==> config.mk <==
export PLATFORM = sky130hd
export DESIGN_NAME = core_mem_initiator_flat
export DESIGN_NICKNAME = d
export VERILOG_FILES = /design/src/rtl/core_mem_initiator_if.sv /design/src/rtl/core_mem_initiator.sv /design/src/flat_wrapper.sv
export SDC_FILE = /design/constraint.sdc
export NUM_CORES = 1
export LEC_CHECK = 0
export CAP_MARGIN = 25
export CORE_MARGIN = 2
export CORE_UTILIZATION = 25
export DETAILED_ROUTE_END_ITERATION = 8
export SETUP_SLACK_MARGIN = 0.2
export SYNTH_ARGS = -nofsm -noshare
export SYNTH_HDL_FRONTEND = slang
export SYNTH_SLANG_ARGS = --single-unit
==> constraint.sdc <==
create_clock -name clk -period 2 [get_ports clk]
set_clock_uncertainty 0.05 [all_clocks]
set_input_delay 0.3 -clock clk [delete_from_list [all_inputs] [get_ports clk]]
set_output_delay 0.3 -clock clk [all_outputs]
set_load 0.01 [all_outputs]
==> src/rtl/core_mem_initiator_if.sv <==
// rtl/core_mem_initiator_if.sv - shared memory req/gnt/rvalid bus between a core initiator and the responder
interface core_mem_initiator_if #(
    parameter int ADDR_W = 11,
    parameter int DATA_W = 32
);
    logic              req;
    logic              gnt;
    logic              we;
    logic [ADDR_W-1:0] addr;
    logic [DATA_W-1:0] data_in;
    logic [DATA_W-1:0] data_out;
    logic              rvalid;
    logic [3:0]        opcode;
    logic [1:0]        core_id;
    logic [31:0]       burst_id;

    modport master (
        output req, we, addr, data_in, opcode, core_id, burst_id,
        input  gnt, data_out, rvalid
    );

    modport slave (
        input  req, we, addr, data_in, opcode, core_id, burst_id,
        output gnt, data_out, rvalid
    );
endinterface

==> src/rtl/core_mem_initiator.sv <==
// rtl/core_mem_initiator.sv - core-side burst requester with per-beat timeout for the shared memory bus
module core_mem_initiator #(
    parameter int         ADDR_W  = 11,
    parameter int         DATA_W  = 32,
    parameter int         LEN_W   = 4,
    parameter int         TIMEOUT = 15,
    parameter logic [1:0] CORE_ID = 2'd0
) (
    input  logic              clk,
    input  logic              reset_n,
    input  logic              cmd_valid,
    output logic              cmd_ready,
    input  logic              cmd_we,
    input  logic [3:0]        cmd_opcode,
    input  logic [ADDR_W-1:0] cmd_addr,
    input  logic [LEN_W-1:0]  cmd_len,
    input  logic [DATA_W-1:0] wdata,
    output logic              wdata_pop,
    output logic              rsp_valid,
    output logic [DATA_W-1:0] rsp_data,
    output logic              rsp_last,
    output logic              done,
    output logic              err,
    core_mem_initiator_if.master bus
);
    localparam int TMO_W = $clog2(TIMEOUT + 1);

    typedef enum logic [1:0] {IDLE, ISSUE, WAIT} state_t;

    state_t             state;
    state_t             state_nxt;
    logic               we_r;
    logic [3:0]         opcode_r;
    logic [ADDR_W-1:0]  addr_r;
    logic [LEN_W-1:0]   len_r;
    logic [LEN_W-1:0]   beat;
    logic [DATA_W-1:0]  data_in_r;
    logic [TMO_W-1:0]   tmo_cnt;
    logic [31:0]        burst_id_r;
    logic               tagged_r;
    logic               accept;
    logic               beat_done;
    logic               last_beat;
    logic               timed_out;

    assign accept    = (state == IDLE) && cmd_valid;
    assign beat_done = (state == WAIT) && (we_r ? bus.gnt : bus.rvalid);
    assign last_beat = (beat == len_r);
    assign timed_out = (state == WAIT) && !beat_done && (tmo_cnt == TMO_W'(TIMEOUT - 1));

    always_comb begin
        state_nxt = state;
        case (state)
            IDLE:    if (cmd_valid) state_nxt = ISSUE;
            ISSUE:   state_nxt = WAIT;
            WAIT: begin
                if (beat_done)      state_nxt = last_beat ? IDLE : ISSUE;
                else if (timed_out) state_nxt = IDLE;
            end
            default: state_nxt = IDLE;
        endcase
    end

    // Write data passes straight through during the request cycle and is held afterwards.
    assign cmd_ready    = (state == IDLE);
    assign bus.req      = (state == ISSUE);
    assign wdata_pop    = (state == ISSUE) && we_r;
    assign bus.data_in  = wdata_pop ? wdata : data_in_r;
    assign bus.we       = we_r;
    assign bus.addr     = addr_r;
    assign bus.opcode   = opcode_r;
    assign bus.burst_id = burst_id_r;
    assign bus.core_id  = CORE_ID;

    always_ff @(posedge clk or negedge reset_n) begin
        if (!reset_n) begin
            state      <= IDLE;
            we_r       <= 1'b0;
            opcode_r   <= '0;
            addr_r     <= '0;
            len_r      <= '0;
            beat       <= '0;
            data_in_r  <= '0;
            tmo_cnt    <= '0;
            burst_id_r <= '0;
            tagged_r   <= 1'b0;
            rsp_valid  <= 1'b0;
            rsp_data   <= '0;
            rsp_last   <= 1'b0;
            done       <= 1'b0;
            err        <= 1'b0;
        end else begin
            state     <= state_nxt;
            rsp_valid <= 1'b0;
            rsp_last  <= 1'b0;
            done      <= 1'b0;
            err       <= 1'b0;
            if (accept) begin
                we_r     <= cmd_we;
                opcode_r <= cmd_opcode;
                addr_r   <= cmd_addr;
                len_r    <= cmd_len;
                beat     <= '0;
                tagged_r <= 1'b1;
                if (tagged_r) burst_id_r <= burst_id_r + 32'd1;
            end
            if (state == ISSUE) begin
                tmo_cnt <= '0;
                if (we_r) data_in_r <= wdata;
            end
            if ((state == WAIT) && !beat_done) tmo_cnt <= tmo_cnt + 1'b1;
            if (beat_done) begin
                if (!we_r) begin
                    rsp_valid <= 1'b1;
                    rsp_data  <= bus.data_out;
                    rsp_last  <= last_beat;
                end
                if (last_beat) begin
                    done <= 1'b1;
                end else begin
                    beat   <= beat + 1'b1;
                    addr_r <= addr_r + 1'b1;
                end
            end
            if (timed_out) begin
                done <= 1'b1;
                err  <= 1'b1;
            end
        end
    end
endmodule

==> src/flat_wrapper.sv <==
// flat-port wrapper written by rule: the top's interface ports become plain ports
module core_mem_initiator_flat 
#(
    parameter int         ADDR_W  = 11,
    parameter int         DATA_W  = 32,
    parameter int         LEN_W   = 4,
    parameter int         TIMEOUT = 15,
    parameter logic [1:0] CORE_ID = 2'd0
)
  (clk, reset_n, cmd_valid, cmd_ready, cmd_we, cmd_opcode, cmd_addr, cmd_len, wdata, wdata_pop, rsp_valid, rsp_data, rsp_last, done, err, bus_req, bus_we, bus_addr, bus_data_in, bus_opcode, bus_core_id, bus_burst_id, bus_gnt, bus_data_out, bus_rvalid);
  core_mem_initiator_if #(.ADDR_W(ADDR_W), .DATA_W(DATA_W)) bus_i ();
  input  logic clk;
  input  logic reset_n;
  input  logic cmd_valid;
  output logic cmd_ready;
  input  logic cmd_we;
  input  logic [3:0] cmd_opcode;
  input  logic [ADDR_W-1:0] cmd_addr;
  input  logic [LEN_W-1:0] cmd_len;
  input  logic [DATA_W-1:0] wdata;
  output logic wdata_pop;
  output logic rsp_valid;
  output logic [DATA_W-1:0] rsp_data;
  output logic rsp_last;
  output logic done;
  output logic err;
  output wire logic [$bits(bus_i.req)-1:0] bus_req;
  output wire logic [$bits(bus_i.we)-1:0] bus_we;
  output wire logic [$bits(bus_i.addr)-1:0] bus_addr;
  output wire logic [$bits(bus_i.data_in)-1:0] bus_data_in;
  output wire logic [$bits(bus_i.opcode)-1:0] bus_opcode;
  output wire logic [$bits(bus_i.core_id)-1:0] bus_core_id;
  output wire logic [$bits(bus_i.burst_id)-1:0] bus_burst_id;
  input wire logic [$bits(bus_i.gnt)-1:0] bus_gnt;
  input wire logic [$bits(bus_i.data_out)-1:0] bus_data_out;
  input wire logic [$bits(bus_i.rvalid)-1:0] bus_rvalid;
  assign bus_req = bus_i.req;
  assign bus_we = bus_i.we;
  assign bus_addr = bus_i.addr;
  assign bus_data_in = bus_i.data_in;
  assign bus_opcode = bus_i.opcode;
  assign bus_core_id = bus_i.core_id;
  assign bus_burst_id = bus_i.burst_id;
  assign bus_i.gnt = bus_gnt;
  assign bus_i.data_out = bus_data_out;
  assign bus_i.rvalid = bus_rvalid;
  core_mem_initiator #(.ADDR_W(ADDR_W), .DATA_W(DATA_W), .LEN_W(LEN_W), .TIMEOUT(TIMEOUT), .CORE_ID(CORE_ID)) u_core (.clk(clk), .reset_n(reset_n), .cmd_valid(cmd_valid), .cmd_ready(cmd_ready), .cmd_we(cmd_we), .cmd_opcode(cmd_opcode), .cmd_addr(cmd_addr), .cmd_len(cmd_len), .wdata(wdata), .wdata_pop(wdata_pop), .rsp_valid(rsp_valid), .rsp_data(rsp_data), .rsp_last(rsp_last), .done(done), .err(err), .bus(bus_i));
endmodule
* Word-level counts from Yosys, hierarchy flattened
Cells that the tools add are included.
** Cells by class
- Add/sub/neg operators :: 4
- Multipliers :: 0
- Div/mod/pow operators :: 0
- Magnitude comparators :: 0
- Eq/ne operators :: 6
- Shift-type cells :: 0
- Multiplexer cells :: 23
- Bitwise gates (word level) :: 1
- Reductions and logical operators :: 12
** Operators with widths (number)
- $mux 11 :: 3
- $add 32x1->32 const B :: 1
- $mux 32 :: 1
- $mux 4 :: 5
- $add 11x1->11 const B :: 1
- $mux 1 :: 10
- $add 4x1->4 const B :: 2
- $reduce_and 2->1 :: 4
- $mux 2 :: 3
- $pmux 2 s3 :: 1
- $logic_and 1x1->1 :: 5
- $eq 4x4->1 :: 1
- $eq 4x4->1 const B :: 1
- $ne 3x1->1 const B :: 1
- $eq 2x1->1 const B :: 1
- $eq 2x2->1 const B :: 1
- $logic_not 2->1 :: 1
- $ne 2x2->1 const B :: 1
- $reduce_bool 2->1 :: 1
- $logic_not 1->1 :: 1
- $not 1->1 :: 1
** Storage, ports and cells
- Flip-flop bits (word level) :: 131
- Latch bits :: 0
- Bits in writable memories :: 0
- Memory bits (read-only) :: 0
- Input port bits :: 89
- Output and inout bits :: 121
- Logic and storage cells :: 61
- Memories kept :: 0

* Logic depth before layout (Yosys ltp)
Gate-level depths: netlist (run 1).
- Word-level depth :: 8
- Gate-level depth with buffers :: 7
- Gate-level depth less buffers :: 6

* Least setup slack after synthesis (run 1)
Ideal clock, no wire load.
- Path type :: register -> register
- Start point :: register u_core.burst_id_r[2], in the netlist u_core.bus.burst_id[2]
- End point :: register u_core.burst_id_r[27], in the netlist u_core.bus.burst_id[27]
- Setup time :: 125 ps
- Data arrival time :: 1765 ps
- Slack :: 60 ps
- Stages on the path, launching flop included :: 6
- Path buffers :: 0
- Clock period less this slack :: 1940 ps
- Cells stage by stage :: dfrtp_1 -> nand4_4 -> or4_4 -> nor4_4 -> nand4_1 -> xnor2_1
** On the way
- Longest elaborated chain between the ends :: 1
** RTL lines
- start, declared :: line core_mem_initiator.sv:39 : logic [31:0] burst_id_r;
- start signal, assigned :: line core_mem_initiator.sv:105 : if (tagged_r) burst_id_r <= burst_id_r + 32'd1;
- $add 32x1->32 :: line core_mem_initiator.sv:105
No other way between the ends.
A chain may end at the register's enable or synchronous reset.

* Worst setup path in the final report (run 1)
- Start point :: register u_core.state[1]
- End point :: output bus_data_in[24]
** On the way
- Longest elaborated chain between the ends :: 3
** RTL lines
- start, declared :: line core_mem_initiator.sv:30 : state_t state;
- start signal, assigned :: line core_mem_initiator.sv:93 : state <= state_nxt;
- $eq 2x1->1 :: line core_mem_initiator.sv:67 : assign wdata_pop = (state == ISSUE) && we_r;
- $logic_and 1x1->1 :: line core_mem_initiator.sv:67
- $mux 32 :: line core_mem_initiator.sv:68 : assign bus.data_in = wdata_pop ? wdata : data_in_r;
- end, declared :: line flat_wrapper.sv:30 : output wire logic [$bits(bus_i.data_in)-1:0] bus_data_in;
No other way between the ends.

==> results.md, run 1 <==
• run status: complete, but fails checks
• failing checks: negative setup slack
• total global routing overflow: 0
• share of post-route cells with drive strength above 1: 0.386
• Post-DP HPWL: 10600 um
• number of placement rows: 54
• CTS HTree Levels: 4
• IO Pins: 210
• PD cells: 1410 nW/um^2
• maximum clock frequency: 467 MHz
• highest ir drop seen on vdd: 0.547 mV
• synthesis-stage register bit count: 131
• worst min-delay path category: input pin to asynchronous set/reset pin
• main flop type after synthesis: sky130_fd_sc_hd__dfrtp_1
• Pre-antenna DRT Iters: 4
• number of warnings printed during yosys synthesis: 0
• Finished Layout Cells: 1032
• Cells after Synth: 436
• cell with the most instances after synthesis: sky130_fd_sc_hd__dfrtp_1
• final worst path period need: 2.14 ns
• initial antenna violation count: 0
• Placed Instances: 945
• routability cong.: 0.757
• total clock buffers created by CTS: 17
• number of global-route vias before repair: 4572
• library cell with the largest summed area after synthesis: sky130_fd_sc_hd__dfrtp_1
• type of destination of the critical path: primary output
• Crit Path Class: flop to primary output
• Worst setup SP type: flop
• filler cell count: 2021
• Hold Violations, Final: 0
• TritonCTS clock tree: yes
• vias per inst: 4.36
• largest fanout of any net on the critical path: 8
• arrival time at the worst endpoint: 1.79 ns
• Synth top area share: 0.594
• RSZ-0062 raised after global routing: true
• most common library cells after synthesis: 131 x sky130_fd_sc_hd__dfrtp_1, 65 x sky130_fd_sc_hd__mux2_2, 53 x sky130_fd_sc_hd__nand2_1
• sink count of the clock tree: 131
• share of the clock period used by the worst path after layout: 1.07
• CP peak stage delay: 0.37 ns
• clock tree root buffer cell: sky130_fd_sc_hd__clkbuf_16
• Final Max Tran Viols: 0
• share of the core filled with cells in the final layout: 0.451
• detailed-route via count: 4498
• buffers from clock root to sink, at most: 2
• die extent in x: 153 um
• number of enable flip-flop cells after synthesis: 0
• total standard cell area after synthesis: 5520 um^2
• Core Region: 21800 um^2
• flop-to-flop setup slack: -0.05 ns
• leading post-synthesis cells by cell area: sky130_fd_sc_hd__dfrtp_1 59%, sky130_fd_sc_hd__mux2_2 13%, sky130_fd_sc_hd__nand2_1 3.6%, sky130_fd_sc_hd__xnor2_1 3.3%, sky130_fd_sc_hd__xor2_1 2.4%
• Total Wirelength: 16100 um
• antenna cells: 0
• worst path cell trace: nand2b_4, inv_4, nand2_8, buf_12, buf_16, mux2_4, buf_6
• Final Power: 13.9 mW
• endpoint of the worst register-to-register path: u_core.bus.addr[3]$_DFF_PN0_
• Worst Reg-to-Reg Cells: 7
• effective utilization at floorplan: 0.254
• die boundary height: 153 um
• later-pin clock latency in the skew report: 0.41 ns
• post-synthesis cell type count: 51
• Post-route DRC: 0
• cell at the slowest stage of the critical path: sky130_fd_sc_hd__dfrtp_1
• final setup violation count: 33
• leakage power: 4.51 nW
• Routed Antenna Nets: 0
• maximum number of pins on one net before global-route repair: 46
• P&R area growth vs syn: 77.9%
• RR Startpoint: u_core.bus.we$_DFFE_PN0P_
• worst setup slack after layout: -0.139 ns
• die area: 23300 um^2
• nets@finish: 833
• proportion of register bits with asynchronous set or reset after synthesis: 1.00
• First DRT Iteration DRCs: 186
• sequential-to-total area share from yosys stat: 0.594
• total routing usage reported by global routing: 0.135
• worst endpoint required time: 1.65 ns
• synthesized area per cell: 12.7 um^2
• reported max-cap violation count: 0
• clock-pin slew reported for the worst setup and hold paths after clock tree synthesis: 0.06 ns
• wire length of the first global-routing pass: 24800 um
• average detailed-routed wire length per instance: 15.6 um
• Port-buffer cells: 207
• Setup TNS: -3.58 ns
-- logic make-up (layout without fill, tap and decap cells) --
kind of cell / after synthesis / in the layout / share of synthesized area
AOI/OAI and AO/OA: 31 / 31 / 0.0410
xor gates and xnor gates: 36 / 36 / 0.0571
adders and majority gates: 5 / 5 / 0.0113
buffers and inverters: 21 / 336 / 0.0181
DFF: 131 / 131 / 0.594
muxes: 68 / 68 / 0.138
other: 1 / 2 / 0.000679
and+or+nand+nor: 143 / 143 / 0.140
-- registers in the layout (all words and copies together), names as in the netlist, 4 cells and up --
| name | count |
|---|---|
| u_core.beat | 4 |
| u_core.bus.addr | 11 |
| u_core.bus.burst_id | 32 |
| u_core.bus.opcode | 4 |
| u_core.data_in_r | 32 |
| u_core.len_r | 4 |
| u_core.rsp_data | 32 |
| u_core.tmo_cnt | 4 |
-- routing by layer --
layer	vias to the layer above	GRT usage	wire, um
met5	-	0	0
met4	0	0.0472	308
met3	17	0.0432	851
met2	127	0.223	8020
met1	2220	0.166	6910
li1	2134	-	-
-- final cells by class --
cell class,instances,area (um^2),share of cell area
well taps,280,350,0.0357
repair buffers,298,2990,0.304
clock inverters,9,151,0.0154
inverters,6,30.0,0.00306
flip-flops and latches,131,3300,0.336
multi-input cells,285,2530,0.258
clock buffers,23,478,0.0487
-- power breakdown --
| group | switching [mW] | internal, mW | total (mW) |
|---|---|---|---|
| Sequential | 0.571 | 3.64 | 4.21 |
| Clock | 1.17 | 2.18 | 3.35 |
| Combinational | 2.51 | 3.80 | 6.31 |
| Total | 4.25 | 9.62 | 13.9 |
-- stage by stage --
stage	area [um^2]	setup slack (ns)	hold WS (ns)
2_1_floorplan	5570	0.197	-0.0456
3_3_place_gp	8240	-0.179	0.227
3_5_place_dp	8240	-0.166	0.228
4_1_cts	9250	-0.177	0.345
5_1_grt	9820	-0.213	0.366
6_report	9820	-0.139	0.349
-- what timing repair did --
item	4_1_cts	5_1_grt
setup buffers	17	34
cloned	3	0
pin swaps	6	23
endpoints found under the hold margin	40	0
gates resized for setup	203	99
hold buffers	1	0
setup endpoints to repair	58	74
-- critical path: cells and delay by family (launching register included) --
kind / cells / cell delay [ns]
flip-flops: 1 / 0.37
buffers and inverters: 4 / 0.48
AND/OR/NAND/NOR: 2 / 0.23
multiplexers: 1 / 0.31
-- placed cells by master (no fill, tap or decap), drive strengths merged, types with 4 or more instances in the layout --
master,synthesis,final
buf,8,126
nor2,19,19
and4,4,4
nand2b,4,4
dlymetal6s2s,0,8
dfrtp,131,131
xnor2,21,21
clkinv,0,5
ha,5,5
and3,11,11
bufinv,0,4
nand4,14,14
mux2,65,65
inv,6,5
xor2,15,15
nor3,6,6
clkbuf,7,24
o21ai,10,10
nand3,19,19
nand2,53,53
clkdlybuf4s50,0,157
-- worst max path at each step --
stage	to	cells past startpoint	start	slack [ns]
detailed placement	u_core.bus.burst_id[13]$_DFFE_PN0P_	6	cmd_valid	-0.17
floorplan	u_core.rsp_data[10]$_DFFE_PN0P_	4	u_core.state[0]$_DFFE_PN0P_	0.20
global route	bus_data_in[15]	7	u_core.state[1]$_DFFE_PN0P_	-0.21
finish	bus_data_in[24]	7	u_core.state[1]$_DFFE_PN0P_	-0.14
CTS	bus_data_in[15]	7	u_core.state[1]$_DFFE_PN0P_	-0.18
global placement	u_core.bus.burst_id[13]$_DFFE_PN0P_	6	cmd_valid	-0.18
Power figures use the tool's default switching activity.
==> run 2: changes to the inputs <==
Settings changed: MAX_ROUTING_LAYER from default to met4.
==> run 2 against run 1 <==
The run still ends with negative setup slack left. Via count increased by 0.42%. Critical path depth is the same. Fmax is essentially flat. Final cell count stayed put. Clock power is essentially flat. Sequential share of layout area about the same. Non-clock buffer count unchanged. Register-to-register slack about the same. Global-route usage up 0.40 points. Sequential cell count is the same. Critical endpoint unchanged. Clock-buffer cell count unchanged. First-iteration DRC count increased by 5.9%.
==> results.md, run 2 (same netlist as run 1, synthesis figures left out) <==
• run status: complete, but fails checks
• failing checks: negative setup slack
• CTS HTree Levels: 4
• buffers from clock root to sink, at most: 2
• maximum clock frequency: 467 MHz
• IO Pins: 210
• routability cong.: 0.768
• final design instance area without fill: 9830 um^2
• total global routing overflow: 0
• die extent in x: 153 um
• P_int: 9.62 mW
• worst endpoint required time: 1.65 ns
• TritonCTS clock tree: yes
• antenna cells: 0
• largest fanout of any net on the critical path: 8
• total cell area at the placement stage: 8240 um^2
• share of the clock period used by the worst path after layout: 1.07
• First DRT Iteration DRCs: 197
• Worst setup SP type: flop
• filler cell count: 2020
• total routing usage reported by global routing: 0.139
• type of destination of the critical path: primary output
• worst setup slack after layout: -0.140 ns
• final worst path period need: 2.14 ns
• detailed-route via count: 4517
• number of placement rows: 54
• Crit Path Class: flop to primary output
• share of the core filled with cells in the final layout: 0.452
• arrival time at the worst endpoint: 1.79 ns
• Final Max Tran Viols: 0
• PD cells: 1410 nW/um^2
• leakage power: 4.51 nW
• vias per inst: 4.38
• Setup TNS: -3.63 ns
• effective utilization at floorplan: 0.254
• Routed Antenna Nets: 0
• die area: 23300 um^2
• fraction of power spent switching nets: 0.306
• RSZ-0062 raised after global routing: true
• die boundary height: 153 um
• worst min-delay path category: input pin to asynchronous set/reset pin
• Worst Reg-to-Reg Cells: 7
• part of the total power dissipated in combinational logic: 0.455
• Post-DP HPWL: 10600 um
• wire length of the first global-routing pass: 24800 um
• Core Region: 21800 um^2
• most common cell after layout, fill and taps aside: sky130_fd_sc_hd__clkdlybuf4s50_1
• clock-pin slew reported for the worst setup and hold paths after clock tree synthesis: 0.06 ns
• final setup violation count: 33
• share of post-route cells with drive strength above 1: 0.387
• Hold Violations, Final: 0
• flop-to-flop setup slack: -0.05 ns
• clock group share of total power: 0.242
• nets@finish: 833
• endpoint of the worst register-to-register path: u_core.bus.addr[3]$_DFF_PN0_
• total clock buffers created by CTS: 17
• proportion of power drawn by flip-flops and latches: 0.303
• RR Startpoint: u_core.bus.we$_DFFE_PN0P_
• Total Wirelength: 16100 um
• commonest non-fill, non-tap cells in the layout: 157 x sky130_fd_sc_hd__clkdlybuf4s50_1, 117 x sky130_fd_sc_hd__dfrtp_1, 70 x sky130_fd_sc_hd__buf_4
• highest ir drop seen on vdd: 0.549 mV
• average detailed-routed wire length per instance: 15.6 um
• Port-buffer cells: 207
• P&R area growth vs syn: 78.0%
• later-pin clock latency in the skew report: 0.41 ns
• maximum number of pins on one net before global-route repair: 46
• reported net switching power: 4.24 mW
• reported max-cap violation count: 0
• clock tree root buffer cell: sky130_fd_sc_hd__clkbuf_16
• sink count of the clock tree: 131
• number of global-route vias before repair: 4566
• initial antenna violation count: 0
• Pre-antenna DRT Iters: 4
• Post-route DRC: 0
run 2: cell count changes in the layout (fill, tap and decap cells not counted):
cell / delta
sky130_fd_sc_hd__nand3_2: +1
sky130_fd_sc_hd__nand3_1: -1
run 2: power groups by stage:
stage	Sequential, mW	Clock [mW]	Combinational, mW
after floorplan	4.40	0	2.07
after global placement	4.19	0	5.14
after detailed placement	4.20	0	5.19
after CTS	4.18	3.47	5.73
after global routing	4.33	3.58	6.73
final	4.21	3.35	6.30
run 2: stage by stage:
step                instances  power [mW]  setup slack, ns  hold WS (ns)
floorplan                 437        6.46            0.197       -0.0456
finish                   1032        13.9           -0.140         0.348
CTS                       998        13.4           -0.177         0.345
global route             1032        14.6           -0.215         0.365
detailed placement        945        9.40           -0.166         0.228
global placement          945        9.34           -0.179         0.227
run 2: critical path, cell delays in order (launching register included):
cell and delay [ns]:
sky130_fd_sc_hd__dfrtp_1 0.37, sky130_fd_sc_hd__nand2b_4 0.15, sky130_fd_sc_hd__inv_4 0.08, sky130_fd_sc_hd__nand2_8 0.08, sky130_fd_sc_hd__buf_12 0.14, sky130_fd_sc_hd__buf_16 0.14
sky130_fd_sc_hd__mux2_4 0.31, sky130_fd_sc_hd__buf_6 0.12
run 2: area by class of cell:
class | count | area, um^2 | share of cell area
clock buffer | 23 | 478 | 0.0486
clock inverter | 9 | 151 | 0.0154
inverter | 6 | 30.0 | 0.00306
multi-input combinational | 285 | 2530 | 0.258
sequential | 131 | 3300 | 0.335
tap | 280 | 350 | 0.0357
timing repair buffer | 298 | 2990 | 0.304
run 2: worst max-delay path by stage:
stage | startpoint | to | slack, ns | cells past startpoint
finish | u_core.state[1]$_DFFE_PN0P_ | bus_data_in[24] | -0.14 | 7
CTS | u_core.state[1]$_DFFE_PN0P_ | bus_data_in[15] | -0.18 | 7
floorplan | u_core.state[0]$_DFFE_PN0P_ | u_core.rsp_data[10]$_DFFE_PN0P_ | 0.20 | 4
detailed placement | cmd_valid | u_core.bus.burst_id[13]$_DFFE_PN0P_ | -0.17 | 6
global route | u_core.state[1]$_DFFE_PN0P_ | bus_data_in[15] | -0.21 | 7
global placement | cmd_valid | u_core.bus.burst_id[13]$_DFFE_PN0P_ | -0.18 | 6
run 2: layer usage:
metal	routed length [um]	vias up	track usage
met5	0	-	-
met4	276	0	0.0406
met3	850	17	0.0424
met2	8060	137	0.222
met1	6910	2225	0.170
li1	-	2138	-
run 2: timing repair:
action / CTS / global route
cloned: 3 / 0
resized for setup: 203 / 100
hold buffers: 1 / 0
buffers inserted: 17 / 34
pin swaps: 6 / 27
hold endpoints to repair: 40 / 0
endpoints found under the setup margin: 58 / 76
